--- config.mk ---
export PLATFORM = sky130hd
export DESIGN_NAME = control_sequencer_flat
export DESIGN_NICKNAME = d
export VERILOG_FILES = /design/src/rtl/control_sequencer_if.sv /design/src/rtl/control_sequencer.sv /design/src/flat_wrapper.sv
export SDC_FILE = /design/constraint.sdc
export NUM_CORES = 1
export LEC_CHECK = 0
export ABC_AREA = 1
export CAP_MARGIN = 30
export CORE_AREA = 2 2 39 41
export DETAILED_ROUTE_END_ITERATION = 7
export DIE_AREA = 0 0 41 43
export PLACE_DENSITY = 0.57
export RECOVER_POWER = 50
export SETUP_SLACK_MARGIN = 0.5
export SLEW_MARGIN = 20
export SYNTH_ARGS = -nofsm -noshare
export SYNTH_HDL_FRONTEND = slang
export SYNTH_SLANG_ARGS = --single-unit
--- constraint.sdc ---
create_clock -name clk -period 1.1 [get_ports clk]
set_input_delay 0.22 -clock clk [delete_from_list [all_inputs] [get_ports clk]]
set_output_delay 0.22 -clock clk [all_outputs]
set_load 0.05 [all_outputs]
--- src/rtl/control_sequencer_if.sv ---
// Handshake and control bundle between a requester and control_sequencer.
// master drives start/op and observes status and datapath controls; slave is the sequencer.
interface control_sequencer_if;
    logic       start;
    logic [1:0] op;
    logic       busy;
    logic       done;
    logic       RAin;
    logic       RBin;
    logic       RZin;
    logic       RAout;
    logic       RBout;
    logic       RZout;

    modport master (
        output start, op,
        input  busy, done, RAin, RBin, RZin, RAout, RBout, RZout
    );

    modport slave (
        input  start, op,
        output busy, done, RAin, RBin, RZin, RAout, RBout, RZout
    );
endinterface

--- src/rtl/control_sequencer.sv ---
// Moore control sequencer producing datapath load/drive strobes for LOADA, ADDA, MOVE and ACC.
// Defining SEQ_SINGLE_STEP_EN adds a step input that gates every advance out of T1, T2 and DONE.
module control_sequencer (
    input  logic clk,
    input  logic clear,
`ifdef SEQ_SINGLE_STEP_EN
    input  logic step,
`endif
    control_sequencer_if.slave bus
);
    typedef enum logic [1:0] {
        S_IDLE = 2'd0,
        S_T1   = 2'd1,
        S_T2   = 2'd2,
        S_DONE = 2'd3
    } state_t;

    localparam logic [1:0] OP_LOADA = 2'b00;
    localparam logic [1:0] OP_ADDA  = 2'b01;
    localparam logic [1:0] OP_MOVE  = 2'b10;
    localparam logic [1:0] OP_ACC   = 2'b11;

    state_t     r_state;
    state_t     w_state_next;
    logic [1:0] r_op;
    logic       w_advance;
    logic       w_needs_t2;
    logic       w_busy, w_done;
    logic       w_ra_in, w_rb_in, w_rz_in;
    logic       w_ra_out, w_rb_out, w_rz_out;

`ifdef SEQ_SINGLE_STEP_EN
    assign w_advance = step;
`else
    assign w_advance = 1'b1;
`endif

    assign w_needs_t2 = (r_op == OP_ADDA) || (r_op == OP_ACC);

    // op is captured only on acceptance so that later changes on the bus cannot disturb a sequence
    always_ff @(posedge clk or negedge clear) begin
        if (!clear) begin
            r_state <= S_IDLE;
            r_op    <= OP_LOADA;
        end else begin
            r_state <= w_state_next;
            if (r_state == S_IDLE && bus.start) begin
                r_op <= bus.op;
            end
        end
    end

    always_comb begin
        w_state_next = r_state;
        case (r_state)
            S_IDLE: if (bus.start) w_state_next = S_T1;
            S_T1:   if (w_advance) w_state_next = w_needs_t2 ? S_T2 : S_DONE;
            S_T2:   if (w_advance) w_state_next = S_DONE;
            S_DONE: if (w_advance) w_state_next = S_IDLE;
            default: w_state_next = S_IDLE;
        endcase
    end

    // Each state enables at most one source and one destination on the shared bus
    always_comb begin
        w_busy   = 1'b0;
        w_done   = 1'b0;
        w_ra_in  = 1'b0;
        w_rb_in  = 1'b0;
        w_rz_in  = 1'b0;
        w_ra_out = 1'b0;
        w_rb_out = 1'b0;
        w_rz_out = 1'b0;
        case (r_state)
            S_T1: begin
                w_busy = 1'b1;
                case (r_op)
                    OP_LOADA: w_ra_in = 1'b1;
                    OP_ADDA:  begin w_ra_out = 1'b1; w_rz_in = 1'b1; end
                    OP_MOVE:  begin w_ra_out = 1'b1; w_rb_in = 1'b1; end
                    OP_ACC:   begin w_rb_out = 1'b1; w_rz_in = 1'b1; end
                    default:  ;
                endcase
            end
            S_T2: begin
                w_busy   = 1'b1;
                w_rz_out = 1'b1;
                w_rb_in  = 1'b1;
            end
            S_DONE: begin
                w_busy = 1'b1;
                w_done = 1'b1;
            end
            default: ;
        endcase
    end

    assign bus.busy  = w_busy;
    assign bus.done  = w_done;
    assign bus.RAin  = w_ra_in;
    assign bus.RBin  = w_rb_in;
    assign bus.RZin  = w_rz_in;
    assign bus.RAout = w_ra_out;
    assign bus.RBout = w_rb_out;
    assign bus.RZout = w_rz_out;
endmodule

--- src/flat_wrapper.sv ---
// flat-port wrapper written by rule: the top's interface ports become plain ports
module control_sequencer_flat 
  (clk, clear, bus_start, bus_op, bus_busy, bus_done, bus_RAin, bus_RBin, bus_RZin, bus_RAout, bus_RBout, bus_RZout);
  control_sequencer_if bus_i ();
  input  logic clk;
  input  logic clear;
  input wire logic [$bits(bus_i.start)-1:0] bus_start;
  input wire logic [$bits(bus_i.op)-1:0] bus_op;
  output wire logic [$bits(bus_i.busy)-1:0] bus_busy;
  output wire logic [$bits(bus_i.done)-1:0] bus_done;
  output wire logic [$bits(bus_i.RAin)-1:0] bus_RAin;
  output wire logic [$bits(bus_i.RBin)-1:0] bus_RBin;
  output wire logic [$bits(bus_i.RZin)-1:0] bus_RZin;
  output wire logic [$bits(bus_i.RAout)-1:0] bus_RAout;
  output wire logic [$bits(bus_i.RBout)-1:0] bus_RBout;
  output wire logic [$bits(bus_i.RZout)-1:0] bus_RZout;
  assign bus_i.start = bus_start;
  assign bus_i.op = bus_op;
  assign bus_busy = bus_i.busy;
  assign bus_done = bus_i.done;
  assign bus_RAin = bus_i.RAin;
  assign bus_RBin = bus_i.RBin;
  assign bus_RZin = bus_i.RZin;
  assign bus_RAout = bus_i.RAout;
  assign bus_RBout = bus_i.RBout;
  assign bus_RZout = bus_i.RZout;
  control_sequencer u_core (.clk(clk), .clear(clear), .bus(bus_i));
endmodule
==> metrics <==
Critical Path AT between 1 and 1.5 ns; Cell Area, Synth 322 sq um; Die ar. around 0.0018 sq mm; IO Port Bufs 12; yosys warns 0; hold crit path type input port to async pin; crit path max fanout 3; share of the synthesized area in the top cell type 31.1%; Async S/R FF share, synth 100%; Worst setup startpoint u_core.r_op[1]$_DFFE_PN0P_; Post-synth top flop dfrtp_1; CP Data Required Time approximately 0.9 ns; pre-CTS setup slack -0.199 ns; max_slew headroom 86.7%; Area Growth Syn to Fin 168%; Antenna Cells 0; outcome complete, but fails checks; final layout net count 89; vias ~360; drc violations 0; gr usage total between 10% and 20%; top post-synthesis cells by count inv_1, ha_1, nor2_1, nand2_1; RSZ-0062 raised after global routing yes; Syn Nets 55; Setup-failing EPs final 10; Crit Path Class register to output port; first-pass GRT wire length approximately 1400 um; top post-synthesis cells by area dfrtp_1, ha_1, inv_1; Tcrit/Tclk final 135%; Critical Path End Type output port; most common cell in the netlist inv_1; Final HPWL DP approximately 510 um; area leader, netlist dfrtp_1; CTS Hold Bufs 0; Seq/Total Area, Yosys a little under a third; Pins Over Slew Limit 0; grt ovf 0; Avg WL per Cell roughly 9.4 um; IO Count 13; ANT nets after route 0; Clock Sinks 4; number of library cell types mapped by synthesis 8; synthesized instance count between 40 and 50; Iteration-0 DRC Markers 1; fin util about 62%; drt pass-1 iters 2; Fmax roughly 670 MHz; Post-Place Cells 78; vias in the first global route between 300 and 400; worst skew pair latency approximately 0.23 ns; placed cell area around 650 sq um; Worst setup SP type register; share of cells above drive strength 1 77.0%; Worst-path clk slew approximately 0.040 ns; total CTS buffers 3; CTS root buffer clkbuf_4; worst reg2reg path startpoint u_core.r_state[1]$_DFFE_PN0P_; die width slightly above 40 um; Vias/cell slightly above 4; Design Area, Final approximately 860 sq um; die height ~43 um; minimum clock period roughly 1.5 ns; # fillers roughly 110; Fin. Hold Viols 0; Core Area 0.00138 sq mm; violated checks negative setup slack; worst-margin pin slew 0.199 ns; H-tree depth 1; Mapped Avg Cell Area approximately 7.7 sq um; CTS tree yes; Clock Path Buffers 2; synthesized flop and latch total 4; Initial Util a little under a quarter; num rows 14; EDFF count, synth 0; WL final about 850 um; initial antenna violation count 0; maximum capacitance violations 0; final worst slack -0.388 ns; routability cong. roughly 0.74; largest net degree at the start of global routing 7; Post-Layout Cell Count 90; clock skew between 0.003 and 0.004 ns
[per-stage QoR]
| stage | setup TNS [ns] | hold WS [ns] |
|---|---|---|
| after floorplan | -0.898 | -0.0756 |
| after global placement | -0.905 | 0.438 |
| after detailed placement | -0.976 | 0.441 |
| after CTS | -2.79 | 0.193 |
| after global routing | -3.39 | 0.273 |
| final | -2.73 | 0.266 |
[registers in the layout (all words and copies together) (netlist names)]
| register | flops |
|---|---|
| u_core.r_op | 2 |
| u_core.r_state | 2 |
[critical path: stages, from the launching register on]
cell and delay, ns:
dfrtp_1 0.40, inv_2 0.12, ha_4 0.21, nand2_2 0.07, clkinvlp_4 0.09, buf_12 0.15
[logic make-up (layout without fill, tap and decap cells)]
kind of cell               Yosys count  count (layout)  synth area share [%]
AOI/OAI and AO/OA                    5               5                  7.78
adders and majority gates            8               8                  31.1
buffers and inverters               11              43                  12.8
DFF                                  4               4                  31.1
and+or+nand+nor                     14              14                  17.1
[per-layer routing]
| layer | share of wire (%) | up-vias | global-route usage, % | wire, um |
|---|---|---|---|---|
| met3 | 3.1 | 0 | 3.14 | 26 |
| li1 | - | 192 | - | - |
| met5 | 0 | - | 0 | 0 |
| met2 | 55 | 7 | 19.4 | 467 |
| met1 | 42 | 164 | 14.7 | 353 |
| met4 | 0 | 0 | 6.00 | 0 |
[cell type report]
cell class                      count  area (sq um)  share of cell area [%]
Timing Repair Buffer               29           347                    40.3
Multi-Input combinational cell     27           318                    36.9
Sequential cell                     4           101                    11.8
Inverter                           11          52.6                    6.10
Clock buffer                        3          22.5                    2.62
Tap cell                           16          20.0                    2.33
[placed cells by master, fill, tap and decap left out, drive strengths merged]
cell type      Yosys  layout
dfrtp              4       4
o21ai              1       1
clkdlybuf4s50      0       3
nand2              7       7
clkinvlp           0       3
nor2               7       7
buf                0      25
inv               11       8
clkbuf             0       3
dlygate4sd3        0       1
ha                 8       8
a21oi              4       4
[final timing paths]
kind                       cells past startpoint                       endpoint  slack [ns]
setup reg to reg                               6  u_core.r_state[0]$_DFFE_PN0P_       -0.13
hold / removal                                 1     u_core.r_op[0]$_DFFE_PN0P_        0.27
hold reg to reg                                3  u_core.r_state[0]$_DFFE_PN0P_        0.74
min in group clk                               3     u_core.r_op[1]$_DFFE_PN0P_        0.56
setup / recovery                               5                      bus_RAout       -0.39
max in group asynchronous                      1  u_core.r_state[0]$_DFFE_PN0P_        0.64
[repair_timing]
item	4_1_cts	5_1_grt
cloned	0	0
resized for setup	25	5
setup endpoints to repair	12	12
pin swaps	5	4
buffers inserted	7	2
hold endpoints to repair	0	0
Power is left out: the tool's default activity adds up to more than one toggle a clock period on the data nets, which glitch-free logic cannot reach.
